### src/rtl/key_mode_ctrl.sv
// rtl/key_mode_ctrl.sv - push-button debouncer with short/long press classification feeding the blink block.
// Define KEY_REPEAT_EN to add auto-repeat key pulses while a long press is held.
module key_mode_ctrl #(
    parameter int   DEBOUNCE_NUM = 250000,
    parameter int   LONG_NUM     = 25000000,
    parameter int   REPEAT_NUM   = 5000000,
    parameter logic KEY_ACTIVE   = 1'b0
) (
    input  logic       clk_in,
    input  logic       rst_in,
    input  logic       key_in,
    output logic       key_pulse,
    output logic       long_pulse,
    output logic [1:0] mode,
    output logic       blink_en
);

    localparam int DB_W = (DEBOUNCE_NUM > 1) ? $clog2(DEBOUNCE_NUM) : 1;
    localparam int HD_W = (LONG_NUM > 1) ? $clog2(LONG_NUM) : 1;
    localparam logic [DB_W-1:0] DB_LAST = DB_W'(DEBOUNCE_NUM - 1);
    localparam logic [HD_W-1:0] HD_LAST = HD_W'(LONG_NUM - 1);

    if (LONG_NUM <= DEBOUNCE_NUM || DEBOUNCE_NUM < 1 || REPEAT_NUM < 1) begin : g_bad_params
        $error("key_mode_ctrl: illegal parameter combination");
    end

    typedef enum logic [1:0] {IDLE, PRESS_DB, HELD, RELEASE_DB} state_t;

    state_t          state_q, state_d;
    logic            sync1_q, sync2_q;
    logic            pressed_s;
    logic [DB_W-1:0] db_cnt_q, db_cnt_d;
    logic [HD_W-1:0] hold_cnt_q, hold_cnt_d;
    logic            long_flag_q, long_flag_d;
    logic            key_pulse_q, key_pulse_d;
    logic            long_pulse_q, long_pulse_d;
    logic [1:0]      mode_q, mode_d;
    logic            blink_en_q, blink_en_d;

`ifdef KEY_REPEAT_EN
    localparam int RP_W = (REPEAT_NUM > 1) ? $clog2(REPEAT_NUM) : 1;
    localparam logic [RP_W-1:0] RP_LAST = RP_W'(REPEAT_NUM - 1);
    logic [RP_W-1:0] rep_cnt_q, rep_cnt_d;
`endif

    // Synchroniser resets to the released level so reset never looks like a press.
    always_ff @(posedge clk_in or posedge rst_in) begin
        if (rst_in) begin
            sync1_q <= ~KEY_ACTIVE;
            sync2_q <= ~KEY_ACTIVE;
        end else begin
            sync1_q <= key_in;
            sync2_q <= sync1_q;
        end
    end

    assign pressed_s = (sync2_q == KEY_ACTIVE);

    always_comb begin
        state_d      = state_q;
        db_cnt_d     = db_cnt_q;
        hold_cnt_d   = hold_cnt_q;
        long_flag_d  = long_flag_q;
        key_pulse_d  = 1'b0;
        long_pulse_d = 1'b0;
        mode_d       = mode_q;
        blink_en_d   = blink_en_q;
`ifdef KEY_REPEAT_EN
        rep_cnt_d    = rep_cnt_q;
`endif
        case (state_q)
            IDLE: begin
                if (pressed_s) begin
                    state_d  = PRESS_DB;
                    db_cnt_d = '0;
                end
            end
            PRESS_DB: begin
                if (!pressed_s) begin
                    state_d = IDLE;
                end else if (db_cnt_q == DB_LAST) begin
                    state_d     = HELD;
                    hold_cnt_d  = '0;
                    long_flag_d = 1'b0;
`ifdef KEY_REPEAT_EN
                    rep_cnt_d   = '0;
`endif
                end else begin
                    db_cnt_d = db_cnt_q + DB_W'(1);
                end
            end
            HELD: begin
                if (hold_cnt_q != HD_LAST) begin
                    hold_cnt_d = hold_cnt_q + HD_W'(1);
                end
                if (hold_cnt_q == HD_LAST && !long_flag_q) begin
                    long_pulse_d = 1'b1;
                    long_flag_d  = 1'b1;
                    blink_en_d   = ~blink_en_q;
                end
`ifdef KEY_REPEAT_EN
                // Repeat phase starts counting in the cycle the long pulse is visible.
                if (long_flag_q) begin
                    if (rep_cnt_q == RP_LAST) begin
                        rep_cnt_d   = '0;
                        key_pulse_d = 1'b1;
                        mode_d      = mode_q + 2'd1;
                    end else begin
                        rep_cnt_d = rep_cnt_q + RP_W'(1);
                    end
                end
`endif
                if (!pressed_s) begin
                    state_d  = RELEASE_DB;
                    db_cnt_d = '0;
                end
            end
            RELEASE_DB: begin
                // A bounce back to pressed resumes the same press; hold count is kept.
                if (pressed_s) begin
                    state_d = HELD;
                end else if (db_cnt_q == DB_LAST) begin
                    state_d = IDLE;
                    if (!long_flag_q) begin
                        key_pulse_d = 1'b1;
                        mode_d      = mode_q + 2'd1;
                    end
                end else begin
                    db_cnt_d = db_cnt_q + DB_W'(1);
                end
            end
            default: state_d = IDLE;
        endcase
    end

    always_ff @(posedge clk_in or posedge rst_in) begin
        if (rst_in) begin
            state_q      <= IDLE;
            db_cnt_q     <= '0;
            hold_cnt_q   <= '0;
            long_flag_q  <= 1'b0;
            key_pulse_q  <= 1'b0;
            long_pulse_q <= 1'b0;
            mode_q       <= 2'd0;
            blink_en_q   <= 1'b1;
`ifdef KEY_REPEAT_EN
            rep_cnt_q    <= '0;
`endif
        end else begin
            state_q      <= state_d;
            db_cnt_q     <= db_cnt_d;
            hold_cnt_q   <= hold_cnt_d;
            long_flag_q  <= long_flag_d;
            key_pulse_q  <= key_pulse_d;
            long_pulse_q <= long_pulse_d;
            mode_q       <= mode_d;
            blink_en_q   <= blink_en_d;
`ifdef KEY_REPEAT_EN
            rep_cnt_q    <= rep_cnt_d;
`endif
        end
    end

    assign key_pulse  = key_pulse_q;
    assign long_pulse = long_pulse_q;
    assign mode       = mode_q;
    assign blink_en   = blink_en_q;

endmodule

### config.mk
export PLATFORM = sky130hd
export DESIGN_NAME = key_mode_ctrl
export DESIGN_NICKNAME = d
export VERILOG_FILES = /design/src/rtl/key_mode_ctrl.sv
export SDC_FILE = /design/constraint.sdc
export NUM_CORES = 1
export LEC_CHECK = 0
export CAP_MARGIN = 20
export CORE_ASPECT_RATIO = 0.9
export CORE_UTILIZATION = 50
export DETAILED_ROUTE_END_ITERATION = 7
export PLACE_DENSITY = 0.68
export SKIP_LAST_GASP = 1
export SLEW_MARGIN = 30
export SYNTH_ARGS = -nofsm -noshare
export SYNTH_HDL_FRONTEND = slang
export SYNTH_SLANG_ARGS = --single-unit
### constraint.sdc
create_clock -name clk_in -period 2.4 [get_ports clk_in]
set_input_delay 0.24 -clock clk_in [delete_from_list [all_inputs] [get_ports clk_in]]
set_output_delay 0.24 -clock clk_in [all_outputs]
set_load 0.05 [all_outputs]
== Word level (Yosys, flattened, before mapping) ==
Index checks and enable logic that the tools add are counted.

* $add $sub $neg: 3
* Multipliers: 0
* Div/mod/pow operators: 0
* Order comparisons: 0
* Equality and inequality tests: 15
* Shift-type cells: 0
* Multiplexer cells: 27
* Bitwise operators: 2
* Reductions and logical operators: 10

{| class="wikitable"
|+ Operators with widths
! cell !! count
|-
| 18-bit 2-to-1 mux || 5
|-
| 25-bit 2-to-1 mux || 3
|-
| 18-bit one-hot mux with 4 select lines || 1
|-
| 25-bit one-hot mux with 2 select lines || 1
|-
| 25-bit by 1-bit adder with 25-bit output, second input constant || 1
|-
| 25-bit == test, second input constant || 1
|-
| 25-bit != test, second input constant || 1
|-
| 4-bit AND reduction || 5
|-
| 18-bit by 1-bit adder with 18-bit output, second input constant || 1
|-
| 18-bit == test, second input constant || 1
|-
| 2-bit != test, second input constant || 7
|-
| 2-bit 2-to-1 mux || 6
|-
| 1-bit 2-to-1 mux || 9
|-
| 2-bit one-hot mux with 4 select lines || 1
|-
| 3-bit != test, second input constant || 2
|-
| 2-bit == test, second input constant || 2
|-
| 2-bit by 1-bit adder with 2-bit output, second input constant || 1
|-
| 2-bit by 1-bit == test with 1-bit output, second input constant || 1
|-
| 2-bit logical NOT || 1
|-
| 1-bit inverter || 2
|-
| 1-bit one-hot mux with 2 select lines || 1
|-
| 2-bit AND reduction || 1
|-
| 2-bit nonzero test || 1
|-
| 1-bit logical AND || 1
|-
| 1-bit logical NOT || 1
|}

* Register bits: 53
* Bits in latches: 0
* Memory bits (writable): 0
* Bits in read-only memories: 0
* Input port bits: 3
* Output and inout port bits: 5
* Logic and storage cells: 67
* Memories: 0

== Logic depth before layout (Yosys ltp) ==
* Depth in word-level cells: 4
* Gate-level depth with buffers: 7
* Mapped depth without buffers: 6

== Least setup slack after synthesis ==
No wires, ideal clock.

* Path type: reg2reg
* From: register db_cnt_q[13]
* To: register hold_cnt_q[12]
* Arrival: 1806 ps
* Setup slack: 470 ps
* Stages on the path, launching flop included: 7
* Period minus slack after synthesis: 1930 ps
* Cells stage by stage: dfrtp_1 > nor4_2 > nand4_2 > or4_1 > buf_2 > and3_1 > o21bai_1

* Word-level cells in the longest chain between the ends: 3

{| class="wikitable"
|+ RTL lines
! item !! RTL line !! RTL
|-
| from (decl) || 32 || <nowiki>logic [DB_W-1:0] db_cnt_q, db_cnt_d;</nowiki>
|-
| from (signal assigned) || 151 || <nowiki>db_cnt_q <= db_cnt_d;</nowiki>
|-
| 18-bit == test || 81 || <nowiki>end else if (db_cnt_q == DB_LAST) begin</nowiki>
|-
| 2-bit != test (no line) || - ||
|-
| 4-bit AND reduction (no line) || - ||
|-
| to (signal assigned) || 152 || <nowiki>hold_cnt_q <= hold_cnt_d;</nowiki>
|-
| to (decl) || 33 || <nowiki>logic [HD_W-1:0] hold_cnt_q, hold_cnt_d;</nowiki>
|}

No other way between the ends.
A chain may end at the register's enable or synchronous reset.

== Final worst setup path ==
* From: register hold_cnt_q[10]
* To: register hold_cnt_q[8]

* Word-level cells in the longest chain between the ends: 3

{| class="wikitable"
|+ RTL lines
! item !! RTL line !! RTL
|-
| 25-bit != test || 93 || <nowiki>if (hold_cnt_q != HD_LAST) begin</nowiki>
|-
| 2-bit != test (no line) || - ||
|-
| 4-bit AND reduction (no line) || - ||
|}

No other way between the ends.

==> results.sh <==
export IMPL_fmax_mhz=486
export IMPL_grt_max_degree=54
export IMPL_nets=306
export IMPL_hold_slack_ns=0.349
export IMPL_post_cts_resized=0
export IMPL_met3WireLength_um=319
export IMPL_yosysUniqueCellTypes=50
export IMPL_worstPathMaxFanout=11
export IMPL_setup_viol=0
export IMPL_status="complete, no violations"
export IMPL_drc=0
export IMPL_ys_ff_latch=53
export IMPL_ant_nets=0
export IMPL_drv_slew=0
export IMPL_core_mm2=0.00532
export IMPL_grt_pass1_vias=2053
export IMPL_worstPathArrival_ns=2.29
export IMPL_dieArea_mm2=0.00588
export IMPL_cts_clk_slew_worst_paths_ns=0.09
export IMPL_cap_violations=0
export IMPL_numCtsBuffers=5
export IMPL_num_antenna_cells=0
export IMPL_cts_max_level=2
export IMPL_design_area_mm2=0.00307
export IMPL_cts_root_buffer="clkbuf_8"
export IMPL_area_growth_pct=10.3
export IMPL_cp_required_ns=2.64
export IMPL_p_leak_nw=1.32
export IMPL_dp_cells=361
export IMPL_fin_cells=369
export IMPL_wl_met1_um=3050
export IMPL_synth_top_area_share_pct=44.9
export IMPL_fin_setup_tns_ns=0
export IMPL_fp_dieW_um=80.7
export IMPL_rsz0062_at_grt="false"
export IMPL_initial_core_util_pct=52.4
export IMPL_firstDrtPassIters=5
export IMPL_avgRoutedWirePerCell_um=15.7
export IMPL_clock_sinks=53
export IMPL_synth_flop_cell="dfrtp_1"
export IMPL_synth_area_leader_cell="dfrtp_1"
export IMPL_fin_crit_sh_pct=85.7
export IMPL_fin_skew_ns=0.0121
export IMPL_holdBufCountCts=0
export IMPL_antenna_found_initial=0
export IMPL_top_layer="met4"
export IMPL_syn_num_nets=289
export IMPL_hold_viol_final=0
export IMPL_via_per_inst=6.04
export IMPL_startpoint_type="register"
export IMPL_ctsLongestPathBuffers=2
export IMPL_yosysWarnings=0
export IMPL_place_ws_ns=0.383
export IMPL_async_reset_ff_share_pct=100
export IMPL_rows=25
export IMPL_syn_area_mm2=0.00279
export IMPL_ys_top_cells_by_area="dfrtp_1 (45%), a22o_1 (4.1%), a21oi_1 (3.4%), xnor2_1 (3.1%), dfstp_2 (2.8%)"
export IMPL_synth_edf_count=0
export IMPL_vdd_drop_max_v=0.000348
export IMPL_io_buffers=7
export IMPL_fin_ws_ns=0.344
export IMPL_post_dp_hpwl_um=4110
export IMPL_final_fill_count=498
export IMPL_die_y_um=72.8
export IMPL_gp_congestion=0.932
export IMPL_worst_slew_pin_slew_ns=0.716
export IMPL_overflow=0
export IMPL_postSynthAreaPerCell_um2=9.81
export IMPL_regArea_mm2=0.00133
export IMPL_critPathCaptureType="register"
export IMPL_relSlewSlack_pct=52.1
export IMPL_min_period_ns=2.06
export IMPL_synthCells=284
export IMPL_num_io_pins=8
export IMPL_cts_tree="built"
export IMPL_grtUsageTotal_pct=22.1
export IMPL_grt_pass1_wl_um=9950
export IMPL_num_vias=2228
export IMPL_layout_drive_gt1_share_pct=9.93
export IMPL_placedInstanceArea_mm2=0.00298
export IMPL_ys_seq_area_share_pct=47.7
export IMPL_clk_latency_ns=0.30
export IMPL_powerDensity_mw_per_mm2=484
export IMPL_route_met2_wl_um=2380
export IMPL_synthTopCellsByCount="dfrtp_1 (50), a21oi_1 (19), nor2_1 (19), nand2_1 (18), nand3_1 (14)"
export IMPL_multi_input_area_mm2=0.00138
export IMPL_hp_class="primary input to register"
export IMPL_post_cts_setup_buffers=0
export IMPL_drt_iter0_drc=165
export IMPL_routed_wl_um=5790
export IMPL_path_class="register to register"
export IMPL_yosysMostFrequentCell="dfrtp_1"
==> area by class of cell <==
| type | count | share of cell area, % |
|---|---|---|
| clock buffer | 8 | 2.93 |
| inverter | 9 | 1.10 |
| multi-input combinational | 214 | 45.0 |
| sequential | 53 | 43.3 |
| tap | 67 | 2.73 |
| timing repair buffer | 18 | 4.97 |
==> cell usage in the layout (no fill, tap or decap), drive strengths merged, types with 8 or more instances in the layout <==
master  instances
nor3           14
nand4          11
a21oi          19
dfrtp          50
nor4            8
and3           12
clkbuf          8
buf            11
o21ai          13
nand2          18
a22o           13
nand3          14
inv             9
nor2           20
or3             8
xnor2          11
==> report_power, final <==
group	switching (W)	total (W)	internal [W]	leakage (nW)
logic	0.0000388	0.0000581	0.0000193	0.552
clock network	0.000276	0.000512	0.000236	0.0455
registers	0.0000134	0.000916	0.000903	0.726
total	0.000329	0.00149	0.00116	1.32
==> stage by stage <==
step	utilization, %	total power (W)
after global placement	56.1	0.000990
after floorplan	-	0.000970
final	57.8	0.00149
after detailed placement	56.1	0.000993
after CTS	57.8	0.00151
after global routing	57.8	0.00155
==> cells by family (layout without fill, tap and decap cells) <==
kind of cell | count (synthesis) | after routing | share of synthesized area [%]
buf+inv | 17 | 35 | 2.60
mux | 3 | 3 | 1.12
fa+ha+maj | 2 | 2 | 0.898
xor+xnor | 17 | 17 | 5.61
simple gates | 124 | 124 | 25.5
flops | 53 | 53 | 47.7
compound gates | 68 | 68 | 16.6
==> worst paths after layout <==
| kind | slack, ns | depth (start not counted) | end | startpoint |
|---|---|---|---|---|
| setup / recovery | 0.34 | 5 | hold_cnt_q[8]$_DFFE_PP0P_ | hold_cnt_q[10]$_DFFE_PP0P_ |
| hold / removal | 0.35 | 1 | sync1_q$_DFF_PP1_ | key_in |
| setup reg to reg | 0.34 | 5 | hold_cnt_q[8]$_DFFE_PP0P_ | hold_cnt_q[10]$_DFFE_PP0P_ |
| hold reg to reg | 0.36 | 0 | sync2_q$_DFF_PP1_ | sync1_q$_DFF_PP1_ |
| max in group asynchronous | 1.54 | 3 | asynchronous set/reset pin | rst_in |
| min in group asynchronous | 0.42 | 3 | hold_cnt_q[9]$_DFFE_PP0P_ | rst_in |
==> metal layers <==
| layer | track usage (%) | up-vias |
|---|---|---|
| met2 | 31.2 | 54 |
| met3 | 4.75 | 5 |
| met5 | 0 | - |
| li1 | - | 1110 |
| met4 | 4.76 | 0 |
| met1 | 34.6 | 1059 |
==> flip-flops by register name, summed over array words and instances (netlist names), named ones only <==
signal / count
key_pulse: 1
db_cnt_q: 18
long_pulse: 1
long_flag_q: 1
blink_en: 1
state_q: 1
sync2_q: 1
sync1_q: 1
mode: 2
hold_cnt_q: 25
==> worst max-delay path, cell delays in order (launching register included) <==
cell	delay (ns)
dfrtp_1	0.46
or4_1	0.53
nor4_1	0.17
nand3_1	0.30
o21ai_2	0.31
a22o_1	0.23
(Power assumes the default switching activity.)
